`src/rtl/parking_gate_arbiter_pkg.sv`:
```
// Shared types and defaults for the car-park gate arbiter.
package parking_pkg;

  typedef enum logic [1:0] {
    IDLE,
    OPEN_IN,
    OPEN_OUT,
    CLOSE
  } gate_state_t;

  typedef enum logic {
    ENTRY,
    EXIT
  } lane_t;

  localparam int DEF_CAPACITY    = 8;
  localparam int DEF_OPEN_CYCLES = 4;

endpackage

```
`src/rtl/parking_gate_arbiter_occupancy_counter.sv`:
```
// Saturating up/down lot occupancy counter with full/empty flags.
module parking_occupancy_counter
  import parking_pkg::*;
#(
  parameter int CAPACITY = DEF_CAPACITY,
  localparam int CNT_W   = $clog2(CAPACITY + 1)
) (
  input  logic             clk,
  input  logic             reset_n,
  input  logic             inc,
  input  logic             dec,
  output logic [CNT_W-1:0] count,
  output logic             full,
  output logic             empty
);

  always_ff @(posedge clk or negedge reset_n) begin
    if (!reset_n) begin
      count <= '0;
    end else if (inc && !dec && !full) begin
      count <= count + 1'b1;
    end else if (dec && !inc && !empty) begin
      count <= count - 1'b1;
    end
  end

  always_comb begin
    full  = (count == CNT_W'(CAPACITY));
    empty = (count == '0);
  end

endmodule

```
`src/rtl/parking_gate_arbiter.sv`:
```
// Round-robin barrier gate arbiter between entry and exit lanes with occupancy tracking.
// Optional reject statistics output enabled by defining PARK_STATS_EN.
module parking_gate_arbiter
  import parking_pkg::*;
#(
  parameter int CAPACITY    = DEF_CAPACITY,
  parameter int OPEN_CYCLES = DEF_OPEN_CYCLES,
  localparam int CNT_W      = $clog2(CAPACITY + 1)
) (
  input  logic             clk,
  input  logic             reset_n,
  input  logic             entry_req,
  input  logic             entry_auth,
  input  logic             exit_req,
  input  logic             pass_sensor,
  output logic             gate_open,
  output logic             grant_entry,
  output logic             grant_exit,
  output logic [CNT_W-1:0] occupancy,
  output logic             full,
  output logic             empty,
  output logic             busy
`ifdef PARK_STATS_EN
  ,
  output logic [15:0]      reject_cnt
`endif
);

  localparam int TMR_W = (OPEN_CYCLES > 1) ? $clog2(OPEN_CYCLES) : 1;
  localparam logic [TMR_W-1:0] TMR_LOAD = TMR_W'(OPEN_CYCLES - 1);

  gate_state_t      state;
  lane_t            last_served;
  logic [TMR_W-1:0] timer;
  logic             ein;
  logic             eout;
  logic             pass_in;
  logic             pass_out;

  always_comb begin
    ein      = entry_req & entry_auth & ~full;
    eout     = exit_req & ~empty;
    pass_in  = (state == OPEN_IN) & pass_sensor;
    pass_out = (state == OPEN_OUT) & pass_sensor;
    busy     = (state != IDLE);
  end

  parking_occupancy_counter #(
    .CAPACITY (CAPACITY)
  ) u_occ (
    .clk     (clk),
    .reset_n (reset_n),
    .inc     (pass_in),
    .dec     (pass_out),
    .count   (occupancy),
    .full    (full),
    .empty   (empty)
  );

  always_ff @(posedge clk or negedge reset_n) begin
    if (!reset_n) begin
      state       <= IDLE;
      gate_open   <= 1'b0;
      grant_entry <= 1'b0;
      grant_exit  <= 1'b0;
      timer       <= '0;
      last_served <= EXIT;
    end else begin
      grant_entry <= 1'b0;
      grant_exit  <= 1'b0;
      case (state)
        IDLE: begin
          // On a tie the lane that was not served last wins.
          if (ein && (!eout || last_served == EXIT)) begin
            state       <= OPEN_IN;
            gate_open   <= 1'b1;
            grant_entry <= 1'b1;
            timer       <= TMR_LOAD;
            last_served <= ENTRY;
          end else if (eout) begin
            state       <= OPEN_OUT;
            gate_open   <= 1'b1;
            grant_exit  <= 1'b1;
            timer       <= TMR_LOAD;
            last_served <= EXIT;
          end
        end
        OPEN_IN, OPEN_OUT: begin
          if (pass_sensor || timer == '0) begin
            state     <= CLOSE;
            gate_open <= 1'b0;
          end else begin
            timer <= timer - 1'b1;
          end
        end
        CLOSE: begin
          state <= IDLE;
        end
        default: begin
          state     <= IDLE;
          gate_open <= 1'b0;
        end
      endcase
    end
  end

`ifdef PARK_STATS_EN
  always_ff @(posedge clk or negedge reset_n) begin
    if (!reset_n) begin
      reject_cnt <= '0;
    end else if (state == IDLE && entry_req && entry_auth && full && reject_cnt != '1) begin
      reject_cnt <= reject_cnt + 1'b1;
    end
  end
`endif

endmodule

```
`config.mk`:
```
export PLATFORM = sky130hd
export DESIGN_NAME = parking_gate_arbiter
export DESIGN_NICKNAME = d
export VERILOG_FILES = /design/src/rtl/parking_gate_arbiter_pkg.sv /design/src/rtl/parking_gate_arbiter_occupancy_counter.sv /design/src/rtl/parking_gate_arbiter.sv
export SDC_FILE = /design/constraint.sdc
export NUM_CORES = 1
export LEC_CHECK = 0
export BUFFER_PORTS_ARGS = -buffer_cell sky130_fd_sc_hd__buf_4
export CAP_MARGIN = 25
export CORE_ASPECT_RATIO = 0.9
export CORE_UTILIZATION = 52
export CTS_CLUSTER_SIZE = 30
export DETAILED_ROUTE_END_ITERATION = 16
export GPL_TIMING_DRIVEN = 0
export PLACE_DENSITY = 0.76
export SKIP_LAST_GASP = 1
export SLEW_MARGIN = 10
export SYNTH_ARGS = -nofsm -noshare
export SYNTH_HDL_FRONTEND = slang
export SYNTH_HIERARCHICAL = 1
export SYNTH_SLANG_ARGS = --single-unit
```
`constraint.sdc`:
```
create_clock -name clk -period 3.23 [get_ports clk]
set_input_delay 0.646 -clock clk [delete_from_list [all_inputs] [get_ports clk]]
set_output_delay 0.646 -clock clk [all_outputs]
set_load 0.005 [all_outputs]
```
After elaboration in Yosys (flattened, before gate mapping)
Index checks and enable logic that the tools add are counted.
{"block": "op_classes", "n_eq_ne": 7, "add_sub_neg": 3, "muxes": 20, "bitwise": 7, "reduce_logical": 24}
{"op": "$mux 2", "n": 6}
{"op": "$mux 1", "n": 9}
{"op": "$mux 4", "n": 2}
{"op": "$reduce_bool 2->1", "n": 4}
{"op": "$pmux 2 s3", "n": 1}
{"op": "$reduce_and 3->1", "n": 2}
{"op": "$and 1x1->1", "n": 5}
{"op": "$logic_and 1x1->1", "n": 5}
{"op": "$logic_not 1->1", "n": 5}
{"op": "$add 4x1->4 const B", "n": 1}
{"op": "$eq 2x2->1 const B", "n": 2}
{"op": "$eq 4x4->1 const B", "n": 1}
{"op": "$logic_not 2->1", "n": 2}
{"op": "$logic_not 4->1", "n": 1}
{"op": "$ne 2x2->1 const B", "n": 2}
{"op": "$pmux 2 s2", "n": 1}
{"op": "$reduce_and 2->1", "n": 2}
{"op": "$sub 4x1->4 const B", "n": 1}
{"op": "$ne 3x3->1 const B", "n": 1}
{"op": "$eq 2x1->1 const B", "n": 1}
{"op": "$logic_or 1x1->1", "n": 2}
{"op": "$not 1->1", "n": 2}
{"op": "$pmux 1 s2", "n": 1}
{"op": "$reduce_or 2->1", "n": 1}
{"op": "$sub 2x1->2 const B", "n": 1}
{"block": "totals", "ff_bits": 12, "in_bits": 6, "word_cells": 68}

Longest topological paths before layout
{"block": "logic_depth", "ltp_word": 8, "mapped_depth": 9}

Modules after synthesis
Netlist, hierarchy kept.
{"module": "parking_gate_arbiter", "instances": 1, "seq_area_each_um2": 201.4, "area_per_inst_um2": 485.5, "cells_per_inst": 48}
{"module": "parking_occupancy_counter", "instances": 1, "seq_area_each_um2": 100.1, "area_per_inst_um2": 317.8, "cells_per_inst": 27}

Worst setup path after synthesis
OpenSTA, ideal clock, no wires.
{"block": "synth_timing", "path_kind": "input to register", "start": "in pass_sensor", "end": "reg u_occ.count[3]", "path_buffers": 0, "t_arrival_ns": 2.268, "required_ns": 3.098, "path_slack_ns": 0.830, "cell_stages": 7, "cell_sequence": "and2_1 -> or3b_4 -> ha_1 -> a21o_1 -> a2111oi_0 -> o21a_1 -> a211oi_1"}
{"block": "synth_between", "elab_chain_cells": 5, "word_cells_on_any_way": 10, "cone_classes": "1 x mux; 2 x bitwise; 7 x reduce/logical"}
{"element": "from (decl)", "line": "parking_gate_arbiter.sv:15", "rtl": "input logic pass_sensor,"}
{"element": "$and 1x1->1, on equally long branches", "line": "parking_gate_arbiter.sv:44, parking_gate_arbiter.sv:43"}
{"element": "$logic_not 1->1, on equally long branches", "line": "parking_gate_arbiter_occupancy_counter.sv:20, parking_gate_arbiter_occupancy_counter.sv:22"}
{"element": "$logic_and 1x1->1, on equally long branches (2 in a row)", "line": "parking_gate_arbiter_occupancy_counter.sv:20, parking_gate_arbiter_occupancy_counter.sv:22"}
{"element": "$mux 4 or $reduce_bool 2->1 (tied branches)"}
{"element": "to (signal assigned)", "line": "parking_gate_arbiter_occupancy_counter.sv:21", "rtl": "count <= count + 1'b1;"}
{"element": "to (signal assigned)", "line": "parking_gate_arbiter_occupancy_counter.sv:23", "rtl": "count <= count - 1'b1;"}
{"element": "to (decl)", "line": "parking_gate_arbiter_occupancy_counter.sv:12", "rtl": "output logic [CNT_W-1:0] count,"}
Several ways; a longest one is shown, not always the timed one.
A chain may end at the register's enable or synchronous reset.

Worst setup path in the final report
{"block": "layout_timing", "start": "reg state[1]", "end": "reg u_occ.count[3]"}
{"block": "layout_between", "elab_chain_cells": 6, "word_cells_on_any_way": 12, "cone_classes": "2 x eq/ne; 1 x mux; 2 x bitwise; 7 x reduce/logical"}
{"element": "from (decl)", "line": "parking_gate_arbiter.sv:32", "rtl": "gate_state_t state;"}
{"element": "from (signal assigned)", "line": "parking_gate_arbiter.sv:62", "rtl": "state <= IDLE;"}
{"element": "from (signal assigned)", "line": "parking_gate_arbiter.sv:75", "rtl": "state <= OPEN_IN;"}
{"element": "from (signal assigned)", "line": "parking_gate_arbiter.sv:81", "rtl": "state <= OPEN_OUT;"}
{"element": "$eq 2x1->1 *", "line": "parking_gate_arbiter.sv:43", "rtl": "pass_in = (state == OPEN_IN) & pass_sensor;"}
{"element": "$and 1x1->1 *", "line": "parking_gate_arbiter.sv:43"}
{"element": "net pass_in", "line": "parking_gate_arbiter.sv:37", "rtl": "logic pass_in;"}
{"element": "$logic_not 1->1", "line": "parking_gate_arbiter_occupancy_counter.sv:22", "rtl": "end else if (dec && !inc && !empty) begin"}
{"element": "$logic_and 1x1->1 (2 in a row)", "line": "parking_gate_arbiter_occupancy_counter.sv:22"}
{"element": "$reduce_bool 2->1 (no source line)"}
Mark *: on every way through the listed nets, which the timed path passes. The rest lies on a longest branch.

==> metrics.txt <==
outcome=complete, but fails checks; violated checks=design-rule violations; Final TNS setup=0 ns; cell taking the most area after synthesis=dfrtp_1; FF+latch count, synth=12; R2R Path End=u_occ/count[3]$_DFFE_PN0P_; Finish-stage setup viols=0; synth unique cells=34; largest net degree at the start of global routing=13; post-route insts no fill=109; crit path time final=2.50 ns; overall routing resource usage=0.194; Place WS=0.590 ns; fill count=123; Syn Inst Count=75; vias in the first global route=520; final worst slack=0.731 ns; share of the synthesized area in the top cell type=0.343; htree depth=1; maximum clock frequency=400 MHz; initial antenna violation count=0; Root Driver=clkbuf_4; Worst-Margin Slew=0.373 ns; Worst-Skew Late Latency=0.28 ns; postcts setup bufs=0; die width=43.4 um; routability cong.=0.728; Leakage=0.000463 uW; core area=0.00145 sq mm; fin crit share=0.774; DRT iter0 DRCs=12; worst setup path class=reg -> reg; Worst Reg2Reg Path Length in Cells=9; max layer used=met4; routed length on met1=667 um; Max-cap violations=0; Top cell by count, worst path=ha_1; Synth Net Count=89; Synth top cells by count=dfrtp_1 (11), ha_1 (7), inv_1 (7), nor2_1 (6), a21oi_1 (5); Final Max Tran Viols=0; ANT cells=0; met3 routed wirelength=85 um; P&R area growth vs syn=20.9%; Post-DP HPWL=1.08 mm; IO buf count=15; Worst Skew=0.000325 ns; Power Total=1040 uW; CP required=3.39 ns; crit path max-delay cell type=or3b_4; RSZ-0062 raised after global routing=no; Finished Core Util=0.671; maximum buffer depth of the clock tree=2; critical path endpoint category=flip-flop; worst path cell trace=inv_1 > ha_1 > and2_1 > or3b_4 > ha_1 > a21o_1 > a2111oi_0 > o21a_1 > a211oi_1; Vias=619; DIE HEIGHT=39.3 um; Top delay family on crit path=compound AO/OA/AOI/OAI gates; Yosys warnings=6; # rows=13; WP data arrival=2.65 ns; # IOs=16; Met2 Routed Length=615 um; DR pass1 iterations=9; CP Launch Type=flip-flop; CTS clock-pin slew for the worst setup and hold paths=0.07 ns; Clock Sinks=12; wire per inst=12.7 um; fraction of registers with async set or reset after synthesis=1.00; maximum vdd drop=0.000530 V; Starting Density=0.555; CTS tree=built; first-pass GRT wire length=2.26 mm; # DRC=6; wirelength, routed=1.39 mm; Syn Area/Cell=10.7 sq um; fin nets=109; Buf/Inv on CP=1; r2r startpoint=state[1]$_DFFE_PN0P_; total grt overflow=0; Inst Count DP=105; count leader, synth=dfrtp_1; CP max FO=6; Fin. Hold Viols=0; CTS Hold Bufs=0; Netlist Area Pre-Place=803 sq um; Reg2Reg Setup Slack=0.73 ns; layout cells sized above 1=0.319; Die Footprint=0.00171 sq mm; HP Class=in -> async; CTS Buf Count=3; Pwr Density=1070 mW/mm^2; ANT nets after route=0; Vias/cell=5.68; Post-synth EDFFs=0; CP peak stage delay=0.44 ns; Post-CTS Resized=0; register area share after synthesis=0.375; Synth Flop Type=dfrtp_1; top post-synthesis cells by area=dfrtp_1 (34%), ha_1 (11%), mux2_4 (5.6%), dfstp_2 (3.3%), inv_1 (3.3%); Slew HR=0.745
-- per-layer routing --
| metal | track usage | vias to the layer above |
|---|---|---|
| li1 | - | 309 |
| met1 | 0.250 | 291 |
| met3 | 0.0876 | 4 |
| met5 | 0 | - |
| met4 | 0.0703 | 0 |
| met2 | 0.284 | 15 |
-- flip-flops by register name, summed over array words and instances (netlist names) --
name and count:
last_served 1, grant_entry 1, grant_exit 1, timer 2
u_occ/count 4, state 2, gate_open 1
-- where the power goes --
| part | internal [uW] | total, uW | switching, uW | leakage, uW |
|---|---|---|---|---|
| registers | 226 | 301 | 74.8 | 0.000144 |
| logic | 335 | 615 | 280 | 0.000298 |
| clock network | 68.6 | 120 | 51.6 | 0.0000210 |
-- worst max path at each step --
stage / from / endpoint / slack, ns / cells past startpoint
detailed placement: pass_sensor / u_occ/count[3]$_DFFE_PN0P_ / 0.59 / 8
floorplan: pass_sensor / u_occ/count[3]$_DFFE_PN0P_ / 0.83 / 7
global route: state[1]$_DFFE_PN0P_ / u_occ/count[3]$_DFFE_PN0P_ / 0.56 / 9
finish: state[1]$_DFFE_PN0P_ / u_occ/count[3]$_DFFE_PN0P_ / 0.73 / 9
global placement: pass_sensor / u_occ/count[3]$_DFFE_PN0P_ / 0.60 / 8
CTS: state[1]$_DFFE_PN0P_ / u_occ/count[3]$_DFFE_PN0P_ / 0.73 / 9
-- worst reg2reg max path, stage by stage (launching register included) --
cell and delay, ns:
dfrtp_1 0.40, inv_1 0.10, ha_1 0.14, and2_1 0.22
or3b_4 0.44, ha_1 0.29, a21o_1 0.17, a2111oi_0 0.41
o21a_1 0.18, a211oi_1 0.04
-- kinds of logic after synthesis --
kind of cell             Yosys count  synth area share
AND/OR/NAND/NOR                   22             0.187
AO/OA/AOI/OAI                     19             0.168
flip-flops                        12             0.375
adder cells (fa/ha/maj)            8             0.134
buffers and inverters              7            0.0327
multiplexers                       5            0.0810
XOR/XNOR                           2            0.0218
-- per-stage QoR --
step / instance area (sq um) / hold WS, ns
global placement: 935 / 0.494
finish: 971 / 0.191
CTS: 971 / 0.188
floorplan: 803 / 0.350
detailed placement: 935 / 0.495
global route: 971 / 0.189
-- cell usage in the layout (no fill, tap or decap), types with 2 or more instances in the layout --
cell,count
and2_1,2
nor3_1,3
a21oi_1,5
xor2_1,2
dfrtp_1,11
mux2_4,3
nand3b_1,2
mux2i_1,2
a31oi_1,2
nor2_1,6
ha_1,7
clkbuf_4,3
buf_4,15
inv_1,7
nand2b_1,2
-- cell type report --
type / instances / area [sq um] / share of cell area
well taps: 15 / 18.8 / 0.0193
multi-input cells: 56 / 475 / 0.490
flip-flops and latches: 12 / 302 / 0.311
repair buffers: 15 / 113 / 0.116
clock buffers: 4 / 36.3 / 0.0374
inverters: 7 / 26.3 / 0.0271
Note: power is estimated with default switching activity, not from simulation.
